<file path="src/rtl/inst_word_encoder.sv">
// Sequential TSC 16-bit instruction encoder: descriptors in, packed words with addresses out.
// Define INST_ENC_CHECK_EN to enable the sticky illegal-descriptor flag on err.
module inst_word_encoder #(
  parameter int unsigned ADDR_W    = 16,
  parameter int unsigned BASE_ADDR = 0
) (
  input  logic              clk,
  input  logic              reset_n,
  input  logic              start,
  input  logic              req_valid,
  output logic              req_ready,
  input  logic [2:0]        req_type,
  input  logic [3:0]        req_sel,
  input  logic [1:0]        req_rs,
  input  logic [1:0]        req_rt,
  input  logic [1:0]        req_rd,
  input  logic [11:0]       req_imm,
  input  logic              req_last,
  output logic              out_valid,
  input  logic              out_ready,
  output logic [15:0]       out_word,
  output logic [ADDR_W-1:0] out_addr,
  output logic              busy,
  output logic              done,
  output logic              err
);

  typedef enum logic [1:0] {
    S_IDLE = 2'd0,
    S_RUN  = 2'd1,
    S_DONE = 2'd2
  } state_t;

  localparam logic [15:0]       WORD_NOP = 16'hF03F;
  localparam logic [ADDR_W-1:0] BASE     = ADDR_W'(BASE_ADDR);

  state_t              state_q, state_d;
  logic                out_valid_q, out_valid_d;
  logic [15:0]         out_word_q, out_word_d;
  logic [ADDR_W-1:0]   out_addr_q, out_addr_d;
  logic                last_q, last_d;
  logic [15:0]         raw_word, enc_word;
  logic                enc_legal;
  logic                accept, emit;

  always_comb begin
    raw_word  = WORD_NOP;
    enc_legal = 1'b1;
    case (req_type)
      3'd0: begin
        // Unary ALU ops (NOT, TCP, SHL, SHR) carry no rt operand.
        if (req_sel < 4'd4)
          raw_word = {4'hF, req_rs, req_rt, req_rd, 3'b000, req_sel[2:0]};
        else if (req_sel < 4'd8)
          raw_word = {4'hF, req_rs, 2'b00, req_rd, 3'b000, req_sel[2:0]};
        else if (req_sel == 4'd8)
          raw_word = {4'h4, req_rs, req_rt, req_imm[7:0]};
        else if (req_sel == 4'd9)
          raw_word = {4'h5, req_rs, req_rt, req_imm[7:0]};
        else
          enc_legal = 1'b0;
      end
      3'd1: begin
        if (req_sel == 4'd0)
          raw_word = {4'h7, req_rs, req_rt, req_imm[7:0]};
        else if (req_sel == 4'd1)
          raw_word = {4'h6, 2'b00, req_rt, req_imm[7:0]};
        else
          enc_legal = 1'b0;
      end
      3'd2: begin
        if (req_sel == 4'd0)
          raw_word = {4'h8, req_rs, req_rt, req_imm[7:0]};
        else
          enc_legal = 1'b0;
      end
      3'd3: begin
        if (req_sel < 4'd4)
          raw_word = {2'b00, req_sel[1:0], req_rs, req_rt, req_imm[7:0]};
        else
          enc_legal = 1'b0;
      end
      3'd4: begin
        case (req_sel)
          4'd0:    raw_word = {4'h9, req_imm};
          4'd1:    raw_word = {4'hA, req_imm};
          4'd2:    raw_word = {4'hF, req_rs, 4'b0000, 6'd25};
          4'd3:    raw_word = {4'hF, req_rs, 4'b0000, 6'd26};
          default: enc_legal = 1'b0;
        endcase
      end
      3'd5: begin
        if (req_sel == 4'd0)
          raw_word = {4'hF, req_rs, 4'b0000, 6'd28};
        else
          enc_legal = 1'b0;
      end
      3'd6: begin
        if (req_sel == 4'd0)
          raw_word = WORD_NOP;
        else if (req_sel == 4'd1)
          raw_word = {4'hF, 6'b000000, 6'd29};
        else
          enc_legal = 1'b0;
      end
      default: enc_legal = 1'b0;
    endcase
    enc_word = enc_legal ? raw_word : WORD_NOP;
  end

  // Once the last descriptor is held in the output stage nothing more may enter.
  assign req_ready = (state_q == S_RUN) && !(out_valid_q && last_q) &&
                     (!out_valid_q || out_ready);
  assign accept    = req_valid && req_ready;
  assign emit      = out_valid_q && out_ready;

  always_comb begin
    state_d     = state_q;
    out_valid_d = out_valid_q;
    out_word_d  = out_word_q;
    out_addr_d  = out_addr_q;
    last_d      = last_q;
    case (state_q)
      S_IDLE, S_DONE: begin
        if (start) begin
          state_d    = S_RUN;
          out_addr_d = BASE;
          last_d     = 1'b0;
        end
      end
      S_RUN: begin
        if (emit && last_q) state_d = S_DONE;
      end
      default: state_d = S_IDLE;
    endcase
    if (emit) begin
      out_valid_d = 1'b0;
      out_addr_d  = out_addr_q + ADDR_W'(1);
    end
    if (accept) begin
      out_valid_d = 1'b1;
      out_word_d  = enc_word;
      last_d      = req_last;
    end
  end

  always_ff @(posedge clk) begin
    if (!reset_n) begin
      state_q     <= S_IDLE;
      out_valid_q <= 1'b0;
      out_word_q  <= '0;
      out_addr_q  <= BASE;
      last_q      <= 1'b0;
    end else begin
      state_q     <= state_d;
      out_valid_q <= out_valid_d;
      out_word_q  <= out_word_d;
      out_addr_q  <= out_addr_d;
      last_q      <= last_d;
    end
  end

`ifdef INST_ENC_CHECK_EN
  logic err_q;
  always_ff @(posedge clk) begin
    if (!reset_n)
      err_q <= 1'b0;
    else if (start && (state_q != S_RUN))
      err_q <= 1'b0;
    else if (accept && !enc_legal)
      err_q <= 1'b1;
  end
  assign err = err_q;
`else
  assign err = 1'b0;
`endif

  assign out_valid = out_valid_q;
  assign out_word  = out_word_q;
  assign out_addr  = out_addr_q;
  assign busy      = (state_q == S_RUN);
  assign done      = (state_q == S_DONE);

endmodule

</file>
<file path="config.mk">
export PLATFORM = sky130hd
export DESIGN_NAME = inst_word_encoder
export DESIGN_NICKNAME = d
export VERILOG_FILES = /design/src/rtl/inst_word_encoder.sv
export SDC_FILE = /design/constraint.sdc
export NUM_CORES = 1
export LEC_CHECK = 0
export CELL_PAD_IN_SITES_DETAIL_PLACEMENT = 2
export CELL_PAD_IN_SITES_GLOBAL_PLACEMENT = 2
export CORE_MARGIN = 4
export CORE_UTILIZATION = 24
export CTS_CLUSTER_SIZE = 24
export DETAILED_ROUTE_END_ITERATION = 8
export PLACE_DENSITY = 0.81
export REMOVE_ABC_BUFFERS = 1
export SKIP_CTS_REPAIR_TIMING = 1
export SLEW_MARGIN = 20
export SYNTH_ARGS = -nofsm -noshare
export SYNTH_HDL_FRONTEND = slang
export SYNTH_SLANG_ARGS = --single-unit
</file>
<file path="constraint.sdc">
create_clock -name clk -period 1.5 [get_ports clk]
set_clock_uncertainty 0.1 [all_clocks]
set_input_delay 0.3 -clock clk [delete_from_list [all_inputs] [get_ports clk]]
set_output_delay 0.3 -clock clk [all_outputs]
set_load 0.03 [all_outputs]
</file>
==> results.py <==
metrics = {
    "outcome": {
        "status": "complete, but fails checks",
        "violations": "negative setup slack",
    },
    "floorplanning": {
        "die_y_um": 107,
        "start_util_pct": 24.5,
        "die-area_sq_um": 11500,
        "core_area_sq_um": 9680,
        "die_width_um": 107,
        "num_rows": 36,
        "top_level_ports": 68,
    },
    "timing": {
        "hold_viol_final": 0,
        "slew_violations": 0,
        "clock.fmax_ghz": 0.585,
        "timing.final.crit_share_pct": 114,
        "rsz0062_at_grt": "true",
        "setup_viol": 20,
        "setup_ws_ps": -211,
        "finalCriticalPeriod_ps": 1710,
        "hold_ws_ps": 402,
    },
    "synth": {
        "netlist_area_sq_um": 2370,
        "synth.distinct_cells": 60,
        "ys.warnings.count": 0,
        "syn_inst": 320,
        "async_flop_share_pct": 0,
        "syn_avg_cell_area_sq_um": 7.41,
        "yosysSeqAreaShare_pct": 30.4,
        "synth_edf_count": 0,
        "synth_ff_type": "dfxtp_1",
        "yosys_register_bits": 36,
    },
    "clock_tree": {
        "clkTransAtPathRegs_ps": 80,
        "clock_path_buffers": 2,
        "cts_tree": "done",
        "insertion_delay_ps": 300,
        "cts-buffers-inserted": 5,
        "htreeDepth": 2,
        "root_buffer": "clkbuf_8",
        "clock-sinks": 36,
    },
    "global_route": {
        "grt-ovfl-total": 0,
        "grt_pass1_wl_mm": 17.5,
        "grt_antenna_before_repair": 0,
        "grt_usage_pct": 18.9,
        "grt_max_degree": 22,
        "grt_pass1_vias": 3360,
    },
    "critical_path": {
        "criticalPathCategory": "in -> reg",
        "timing.rr.start": "out_valid",
        "rr_worst_depth": 7,
        "r2r_slack_ps": -210,
        "crit_end": "out_word[9]",
        "critical_path_arrival_ps": 1800,
        "r2r_end": "out_word[9]",
        "required_ps": 1590,
        "startpoint": "req_sel[0]",
        "startpoint_type": "primary input",
        "critical_path.cell_chain": "buf_12 -> or4_4 -> o31ai_4 -> a221oi_4 -> nor3b_2",
        "crit_path_top_delay_cell": "or4_4",
        "cp_max_fo": 5,
        "cp-end-kind": "flop",
        "cp_slowest_stage_delay_ps": 600,
    },
    "cells_and_area": {
        "final_common_cell": "buf_4",
        "final_area_sq_um": 4470,
        "syn2layout_area_growth_pct": 88.8,
        "num_antenna_cells": 0,
        "final_cell_mix": "buf_4, dlymetal6s2s_1, nor2_1, dfxtp_1, o21ai_0",
        "drive_above_1_share_pct": 44.1,
        "utilization_pct": 46.2,
        "instances_no_fill": 596,
        "nNetsFinal": 494,
    },
    "drt": {
        "via_per_inst": 5.35,
        "wire_per_inst_um": 22.9,
        "drc": 0,
        "postRouteAntennaNets": 0,
        "drt_iter0_markers": 121,
        "routed_wl_mm": 13.6,
        "num_vias": 3191,
        "drt_first_pass_iters": 4,
    },
    "power": {
        "ir_worst_vdd_uv": 265,
        "p_seq_share_pct": 37.9,
        "power_mw": 2.67,
        "p_sw_mw": 0.905,
        "p_int_mw": 1.76,
        "clockPowerShare_pct": 28.7,
        "pwr-share-comb_pct": 33.4,
        "cellLeakagePower_nw": 2.23,
        "switching_share_pct": 33.9,
        "p_per_area_nw_per_um2": 596,
    },
    "place": {
        "dpl_cell_area_sq_um": 3710,
        "hpwl_mm": 8.92,
        "finalWeightedCongestion": 0.883,
        "placed_cells": 580,
        "numPortBuffers": 66,
    },
    "min_path": {
        "hold_class": "in -> reg",
    },
    "run": {
        "cap_violations": 0,
    },
}
==> Yosys cell counts (all sizes together) (2+ instances only) <==
master,number,area share [%]
o22ai,3,0.79
and2,7,1.8
xor2,3,1.1
a21oi,27,5.9
nor2b,7,1.8
a211oi,4,1.3
inv,5,0.79
nand2,26,4.2
mux2i,2,0.84
o211ai,2,0.63
nand3b,2,0.63
and4,4,1.5
a221oi,3,1.4
or2,3,0.79
a21boi,5,1.7
nand3,14,3.0
buf,15,3.7
nor2,31,4.9
a21o,5,1.6
o21ai,35,7.4
o21a,4,1.3
a31oi,11,2.9
nor3,6,1.3
nor4,3,0.79
o31ai,4,1.8
nor3b,3,0.95
nand4,5,1.3
o32ai,2,0.74
and3,6,1.6
clkbuf,8,1.3
dfxtp,36,30
nand2b,6,1.6
or3,4,1.1
xnor2,2,0.74
o2111ai,2,0.74
==> worst min path at each step <==
stage                     slack [ps]      endpoint  cells after the start   startpoint
final                            400   out_word[3]                      4  req_type[2]
after global routing             420   out_word[3]                      4  req_type[2]
after CTS                        400   out_word[6]                      2  out_word[6]
after detailed placement         390   out_word[6]                      2  out_word[6]
after global placement           370   out_word[6]                      2  out_word[6]
after floorplan                  320  out_addr[11]                      1      reset_n
==> kinds of logic after synthesis <==
family,after synthesis,share of synthesized area [%]
xor gates and xnor gates,5,1.85
AOI/OAI and AO/OA,115,31.2
buffers and inverters,28,5.76
and+or+nand+nor,132,29.3
DFF,36,30.4
adders and majority gates,1,0.528
muxes,2,0.845
other,1,0.158
==> power by group through the flow <==
stage | clock network, mW | logic [mW] | registers, mW
after global placement | 0 | 0.679 | 1.03
after global routing | 0.826 | 0.944 | 1.01
after detailed placement | 0 | 0.707 | 1.03
after CTS | 0.770 | 0.712 | 1.01
after floorplan | 0 | 0.217 | 1.08
final | 0.765 | 0.892 | 1.01
==> state kept, by name, indices dropped and copies added (netlist names) <==
register   count
out_valid      1
out_addr      16
state_q        2
last_q         1
out_word      16
==> critical path: cells and delay by family <==
| family | cells | cell delay (ps) |
|---|---|---|
| simple gates | 2 | 940 |
| compound gates | 2 | 440 |
| buf+inv | 1 | 110 |
==> through the flow <==
| stage | setup TNS, ps | worst slack (ps) |
|---|---|---|
| floorplan | -10200 | -618 |
| global placement | -19120 | -780 |
| detailed placement | -21260 | -889 |
| CTS | -17560 | -580 |
| global route | -3330 | -263 |
| finish | -1180 | -211 |
==> routing by layer <==
layer | wire (um) | track usage (%) | vias to the layer above | part of all wire [%]
met2 | 7450 | 37.6 | 75 | 55
met4 | 302 | 5.14 | 0 | 2.2
met1 | 5470 | 20.9 | 1631 | 40
met5 | 0 | 0 | - | 0
met3 | 400 | 2.22 | 23 | 2.9
li1 | - | - | 1462 | -
==> final cells by class <==
class                           count  area [sq um]
Timing Repair Buffer              158          1520
Tap cell                          133           166
Fill cell                        1044          5210
Clock buffer                        7          86.3
Sequential cell                    36           742
Multi-Input combinational cell    256          1930
Clock inverter                      1          7.51
Inverter                            5          21.3
Note: power is estimated with default switching activity, not from simulation.
